--- src/rtl/axi_rr_wr_scheduler_pkg.sv ---
// Shared definitions for the AXI round-robin write scheduler.
// Holds the scheduler FSM state encoding and the width of the
// outstanding-write counter so the top level and any checkers agree.
package axi_rr_wr_scheduler_pkg;

  // Width of the outstanding-write counter (covers MAX_OUTSTANDING up to 255).
  localparam int OUTSTANDING_W = 8;

  // Scheduler FSM states.
  typedef enum logic [1:0] {
    IDLE = 2'd0,
    ADDR = 2'd1,
    DATA = 2'd2
  } wr_state_e;

endpackage

--- src/rtl/axi_rr_wr_scheduler_rr_pick.sv ---
// Round-robin priority picker.
// Scans the request vector starting one past last_ptr and wrapping modulo N,
// returning the first requesting index.
// Ports:
//   req      - request vector, one bit per master
//   last_ptr - index of the most recently served master
//   idx      - chosen master index (don't-care when req == 0)
module rr_pick #(
  parameter int M_WIDTH = 2
) (
  input  logic [(1<<M_WIDTH)-1:0] req,
  input  logic [M_WIDTH-1:0]      last_ptr,
  output logic [M_WIDTH-1:0]      idx
);

  localparam int N = 1 << M_WIDTH;

  logic                found;
  logic [M_WIDTH-1:0]  cand;

  // Offsets 1..N; the M_WIDTH-bit add wraps naturally, and offset N lands
  // back on last_ptr itself so a lone repeat requester still wins.
  always_comb begin
    idx   = '0;
    found = 1'b0;
    cand  = '0;
    for (int i = 1; i <= N; i++) begin
      cand = last_ptr + M_WIDTH'(i);
      if (!found && req[cand]) begin
        idx   = cand;
        found = 1'b1;
      end
    end
  end

endmodule

--- src/rtl/axi_rr_wr_scheduler.sv ---
// AXI write-channel round-robin scheduler.
// Arbitrates AW requests from N = 2**M_WIDTH masters, gates the muxed AW and
// W channels toward the bus for the granted master, and tracks accepted
// writes still awaiting a B response, throttling new grants at
// MAX_OUTSTANDING.
// Ports:
//   clk, rstn                 - clock, asynchronous active-low reset
//   m_wr_addr_valid           - per-master AW valid (request vector)
//   bus_wr_addr_ready         - downstream AW ready
//   bus_wr_data_valid/ready/last - muxed W handshake and last beat
//   bus_wr_back_valid/ready   - B handshake
//   wr_addr_master_sel/wr_data_master_sel - mux selects (hold grant)
//   wr_addr_gate/wr_data_gate - qualify muxed AW / W valid toward the bus
//   outstanding               - accepted writes awaiting B
//   resp_underflow_err        - sticky: B handshake seen with outstanding == 0
//   fsm_state                 - scheduler state for observation
//
// Handshake semantics: a transfer on any channel happens on a rising edge
// where both valid and ready are 1. An AW transfer counts only while in ADDR
// (wr_addr_gate = 1); a W transfer only while in DATA (wr_data_gate = 1).
// B transfers are counted in every state.
module axi_rr_wr_scheduler
  import axi_rr_wr_scheduler_pkg::*;
#(
  parameter int M_WIDTH         = 2,
  parameter int MAX_OUTSTANDING = 4
) (
  input  logic                       clk,
  input  logic                       rstn,
  input  logic [(1<<M_WIDTH)-1:0]    m_wr_addr_valid,
  input  logic                       bus_wr_addr_ready,
  input  logic                       bus_wr_data_valid,
  input  logic                       bus_wr_data_ready,
  input  logic                       bus_wr_data_last,
  input  logic                       bus_wr_back_valid,
  input  logic                       bus_wr_back_ready,
  output logic [M_WIDTH-1:0]         wr_addr_master_sel,
  output logic [M_WIDTH-1:0]         wr_data_master_sel,
  output logic                       wr_addr_gate,
  output logic                       wr_data_gate,
  output logic [OUTSTANDING_W-1:0]   outstanding,
  output logic                       resp_underflow_err,
  output logic [1:0]                 fsm_state
);

  wr_state_e                  state_q, state_d;
  logic [M_WIDTH-1:0]         grant_q, grant_d;
  logic [M_WIDTH-1:0]         last_ptr_q, last_ptr_d;
  logic [OUTSTANDING_W-1:0]   out_q, out_d;
  logic                       err_q, err_d;
  logic [M_WIDTH-1:0]         pick_idx;

  logic aw_hs;
  logic w_last_hs;
  logic b_hs;
  logic can_issue;

  rr_pick #(
    .M_WIDTH (M_WIDTH)
  ) u_rr_pick (
    .req      (m_wr_addr_valid),
    .last_ptr (last_ptr_q),
    .idx      (pick_idx)
  );

  assign aw_hs     = (state_q == ADDR) && bus_wr_addr_ready;
  assign w_last_hs = (state_q == DATA) && bus_wr_data_valid &&
                     bus_wr_data_ready && bus_wr_data_last;
  assign b_hs      = bus_wr_back_valid && bus_wr_back_ready;
  assign can_issue = out_q < OUTSTANDING_W'(MAX_OUTSTANDING);

  // Next state, grant capture and round-robin pointer update.
  always_comb begin
    state_d    = state_q;
    grant_d    = grant_q;
    last_ptr_d = last_ptr_q;
    case (state_q)
      IDLE: begin
        if ((|m_wr_addr_valid) && can_issue) begin
          state_d = ADDR;
          grant_d = pick_idx;
        end
      end
      ADDR: begin
        // Grant is held here regardless of the master's valid.
        if (bus_wr_addr_ready) begin
          state_d = DATA;
        end
      end
      DATA: begin
        // Priority rotates only once the whole burst has gone through.
        if (w_last_hs) begin
          state_d    = IDLE;
          last_ptr_d = grant_q;
        end
      end
      default: begin
        state_d = IDLE;
      end
    endcase
  end

  // Outstanding counter and sticky underflow flag.
  always_comb begin
    out_d = out_q;
    err_d = err_q;
    if (b_hs && (out_q == '0)) begin
      err_d = 1'b1;
    end
    case ({aw_hs, b_hs})
      2'b10:   out_d = out_q + OUTSTANDING_W'(1);
      2'b01:   out_d = (out_q == '0) ? out_q : out_q - OUTSTANDING_W'(1);
      default: out_d = out_q;
    endcase
  end

  always_ff @(posedge clk or negedge rstn) begin
    if (!rstn) begin
      state_q    <= IDLE;
      grant_q    <= '0;
      last_ptr_q <= '1;
      out_q      <= '0;
      err_q      <= 1'b0;
    end else begin
      state_q    <= state_d;
      grant_q    <= grant_d;
      last_ptr_q <= last_ptr_d;
      out_q      <= out_d;
      err_q      <= err_d;
    end
  end

  // Gates decode straight from the state register so reset drops them
  // without waiting for a clock edge.
  assign wr_addr_gate       = (state_q == ADDR);
  assign wr_data_gate       = (state_q == DATA);
  assign wr_addr_master_sel = grant_q;
  assign wr_data_master_sel = grant_q;
  assign outstanding        = out_q;
  assign resp_underflow_err = err_q;
  assign fsm_state          = state_q;

endmodule

--- config.mk ---
export PLATFORM = sky130hd
export DESIGN_NAME = axi_rr_wr_scheduler
export DESIGN_NICKNAME = d
export VERILOG_FILES = /design/src/rtl/axi_rr_wr_scheduler_pkg.sv /design/src/rtl/axi_rr_wr_scheduler_rr_pick.sv /design/src/rtl/axi_rr_wr_scheduler.sv
export SDC_FILE = /design/constraint.sdc
export NUM_CORES = 1
export LEC_CHECK = 0
export ABC_AREA = 1
export ABC_CLOCK_PERIOD_IN_PS = 4800
export CAP_MARGIN = 20
export CORE_MARGIN = 2
export CORE_UTILIZATION = 56
export CTS_BUF_LIST = sky130_fd_sc_hd__clkbuf_4
export DETAILED_ROUTE_END_ITERATION = 7
export GPL_TIMING_DRIVEN = 0
export PLACE_DENSITY = 0.95
export SYNTH_ARGS = -nofsm -noshare
export SYNTH_HDL_FRONTEND = slang
export SYNTH_HIERARCHICAL = 1
export SYNTH_SLANG_ARGS = --single-unit
--- constraint.sdc ---
create_clock -name clk -period 4.8 [get_ports clk]
set_clock_uncertainty 0.1 [all_clocks]
set_input_delay 0.48 -clock clk [delete_from_list [all_inputs] [get_ports clk]]
set_output_delay 0.48 -clock clk [all_outputs]
set_load 0.005 [all_outputs]
==> results.txt <==
The final hold violation count is 0. The maximum count of clock buffers along a single path came out at 2. Summed over its instances, the top area cell type makes up 24.6% of the synthesized netlist area.

The clock latency reported for the late side of the worst-skew pair is 0.30 ns. The synthesized area came out at 0.00132 mm². The count of hold-fix buffers inserted at cts came out at 0. The normalized max-slew margin came out at 52.7%. STA classifies the critical path endpoint as a flop. The sort of element at the start of the critical path is an input pin. The dominant cell by count in the synthesized netlist is sky130_fd_sc_hd__nand2_1.

The number of warnings printed during yosys synthesis is 6. The distinct cell type count of the synthesized netlist is 30. The antenna diode count came out at 0. The register cell area after layout came out at 378 µm². The power share of the clock group came out at 8.0%. The max-slew violation count is 0. The highest achievable clock rate came out at 449 MHz. The instance count after placement with tap cells included is 247. The total leakage power came out at 0.843 nW. When the netlist entered floorplanning its net count stood at 204. Input and output buffers added on the ports amount to 28.

At the pin with the least slew margin, the transition time is 0.708 ns. The count of maximum capacitance violations came out at 0. The share of the core filled with cells is 75.3%. In the final design database the tool counted 237 nets. Global routing finished with a remaining overflow of 0. The number of global-route vias before repair came out at 1195. The via count normalized by instance count is 5.30.

The required time of the worst setup path came out at 4.90 ns. The combined global-route utilization of all metal layers came out at 24.0%. In the post-synthesis netlist, the biggest area contributors are sky130_fd_sc_hd__dfrtp_1 (25%), sky130_fd_sc_hd__nand2_1 (17%), sky130_fd_sc_hd__nand3_1 (8.7%). The maximum number of pins on one net before global-route repair is 16. The effective utilization at floorplan is 59.7%. The routability congestion estimate from global placement came out at 0.844. The multi-input logic area came out at 786 µm². The worst register-to-register path has a setup slack of 2.81 ns.

The post-route worst hold slack came out at 0.396 ns. The die outline area is 0.00276 mm². The residual DRC count is 0. The number of standard-cell rows in the floorplan came out at 17. The number of flops mapped to enable cells by yosys is 0. In this run switching power makes up 48.7% of total power. The number of clock buffers inserted by TritonCTS is 3. The count of nets left with antenna violations after detail routing came out at 0.

The sum of routed wire length over all layers is 3020 µm. TritonCTS built the clock tree. The post-route non-filler standard cell count came out at 251. The share of total power dissipated in sequential elements is 25.8%.

The number of violations reported at the end of detailed-routing iteration 0 is 21. In this run the worst path has a maximum fanout of 10. The number of vias after detailed routing came out at 1331. The TritonCTS sink count is 15. The post-CTS clock slew at the launch and capture registers of the worst setup and hold paths came out at 0.11 ns. Post-CTS repair changed the size of 0 cells. The dominant synthesized flop cell is sky130_fd_sc_hd__dfrtp_1. The worst-case IR drop observed on VDD is 0.495 mV. The floorplan die height is 52.6 µm. The number of setup buffers added after CTS is 0.

The tree is rooted in a sky130_fd_sc_hd__clkbuf_4. The number of top-level pins came out at 29. The pre-antenna-repair detailed-routing pass consisted of 5 iterations. After legalization and detailed placement, the total HPWL measured 2330 µm. The fraction of the cycle the final worst path needs came out at 46.4%. For this run, the register share of the synthesized area comes to 28.6%.

The initial antenna violation count was 0. The final critical-path required period is 2.23 ns. A synthesized cell averages 6.92 µm². The total power density per cell area is 611 mW/mm². The cell count after synthesis came out at 191. The power spent charging and discharging nets is 496 µW.

The H-tree level count came out at 1. Setup repair after global routing left no endpoint under its margin. The synthesis-stage register bit count came out at 15. The setup-violating endpoint count in the final report is 0. The flow ran to the end, and the final reports show no timing, DRC or antenna violations. By count the netlist is led by sky130_fd_sc_hd__nand2_1 (59), sky130_fd_sc_hd__nand3_1 (23), sky130_fd_sc_hd__inv_1 (22), sky130_fd_sc_hd__dfrtp_1 (13), sky130_fd_sc_hd__nand2_2 (13). The worst reg2reg path depth came out at 16. The first global-routing pass estimated 4930 µm of wire. The fraction of synthesis flops using an asynchronous set or reset pin is 100%. The detail-routed net length per standard cell is 12.0 µm. The filler cell count in the final layout came out at 169. The floorplan step set the die width to 52.6 µm. The layout overhead on the synthesized area came out at 26.1%.

The final total negative setup slack is 0 ns. The area of the placeable core came out at 0.00221 mm². The fraction of layout cells with a size suffix above 1 came out at 19.7%. The largest area contributor in the netlist is sky130_fd_sc_hd__dfrtp_1. The endpoint arrival time on the critical path is 2.33 ns.

The worst hold path belongs to the class reg -> reg. The setup path with the least slack is of type in -> reg. The worst hold path was traced through 2 stages. The internal cell power came out at 522 µW.

The power share of the combinational group is 66.2%.
-- per-layer routing --
layer  global-route usage [%]  wire length [µm]  vias to the layer above
li1                         -                 -                      674
met1                     30.0              1350                      613
met2                     40.8              1520                       40
met3                     4.29               126                        4
met4                     8.97                26                        0
met5                        0                 0                        -
-- metrics by stage --
step	worst slack (ns)	cell area (µm²)	power (mW)
after floorplan	2.93	1320	0.709
after global placement	2.31	1640	0.908
after detailed placement	2.27	1640	0.934
after CTS	2.58	1670	1.02
after global routing	2.41	1670	1.10
final	2.57	1670	1.02
-- flip-flops by register name, indices dropped and copies added, names as in the netlist --
| name | cells |
|---|---|
| fsm_state | 2 |
| last_ptr_q | 2 |
| outstanding | 8 |
| resp_underflow_err | 1 |
| wr_addr_master_sel | 2 |
-- logic make-up after synthesis --
logic type,synth area share [%]
compound gates,7.10
simple gates,49.4
buf+inv,11.9
flops,28.6
xor+xnor,1.99
fa+ha+maj,0.947
-- power groups by stage --
| stage | clock network [mW] | registers, mW | logic [mW] |
|---|---|---|---|
| 4_1_cts | 0.0809 | 0.261 | 0.675 |
| 3_3_place_gp | 0 | 0.261 | 0.647 |
| 3_5_place_dp | 0 | 0.263 | 0.671 |
| 5_1_grt | 0.0878 | 0.271 | 0.743 |
| 6_report | 0.0816 | 0.263 | 0.675 |
| 2_1_floorplan | 0 | 0.254 | 0.454 |
-- worst paths after layout --
kind	startpoint	end
hold / removal	last_ptr_q[0]$_DFFE_PN1P_	last_ptr_q[0]$_DFFE_PN1P_
max in group asynchronous	rstn	outstanding[0]$_DFFE_PN0P_
setup / recovery	bus_wr_back_ready	outstanding[6]$_DFFE_PN0P_
hold reg to reg	last_ptr_q[0]$_DFFE_PN1P_	last_ptr_q[0]$_DFFE_PN1P_
min in group asynchronous	rstn	outstanding[7]$_DFFE_PN0P_
setup reg to reg	fsm_state[1]$_DFFE_PN0P_	outstanding[4]$_DFFE_PN0P_
-- layout make-up --
type | count | area share, %
clock inverter | 1 | 0.450
tap | 28 | 2.10
multi-input combinational | 143 | 47.1
buffer | 4 | 2.78
sequential | 15 | 22.7
timing repair buffer | 28 | 16.8
clock buffer | 3 | 1.35
inverter | 29 | 6.68
-- critical path, cell delays in order --
cell                              delay [ns]
sky130_fd_sc_hd__clkdlybuf4s50_1        0.45
sky130_fd_sc_hd__nand2_1                0.09
sky130_fd_sc_hd__inv_2                  0.17
sky130_fd_sc_hd__nand2_4                0.08
sky130_fd_sc_hd__buf_12                 0.15
sky130_fd_sc_hd__nand2_4                0.05
sky130_fd_sc_hd__nand2_1                0.04
sky130_fd_sc_hd__inv_1                  0.05
sky130_fd_sc_hd__ha_1                   0.12
sky130_fd_sc_hd__inv_1                  0.04
sky130_fd_sc_hd__nand2_1                0.07
sky130_fd_sc_hd__inv_1                  0.05
sky130_fd_sc_hd__nor2_1                 0.14
sky130_fd_sc_hd__nand3_2                0.11
sky130_fd_sc_hd__nand2_1                0.07
sky130_fd_sc_hd__nand2_1                0.05
sky130_fd_sc_hd__nand3_1                0.06
sky130_fd_sc_hd__nand2_1                0.05
-- placed cells by master, fill, tap and decap left out, drive strengths merged, types with 2 or more instances in the layout --
cell	synthesis	layout
buf	4	4
clkbuf	0	3
clkdlybuf4s50	0	28
dfrtp	13	13
dfstp	2	2
inv	29	29
nand2	79	79
nand3	26	26
nand3b	3	3
nand4	3	3
nor2	11	11
nor3	2	2
o21ai	9	9
o31ai	2	2
xor2	2	2
Power figures use the tool's default switching activity.
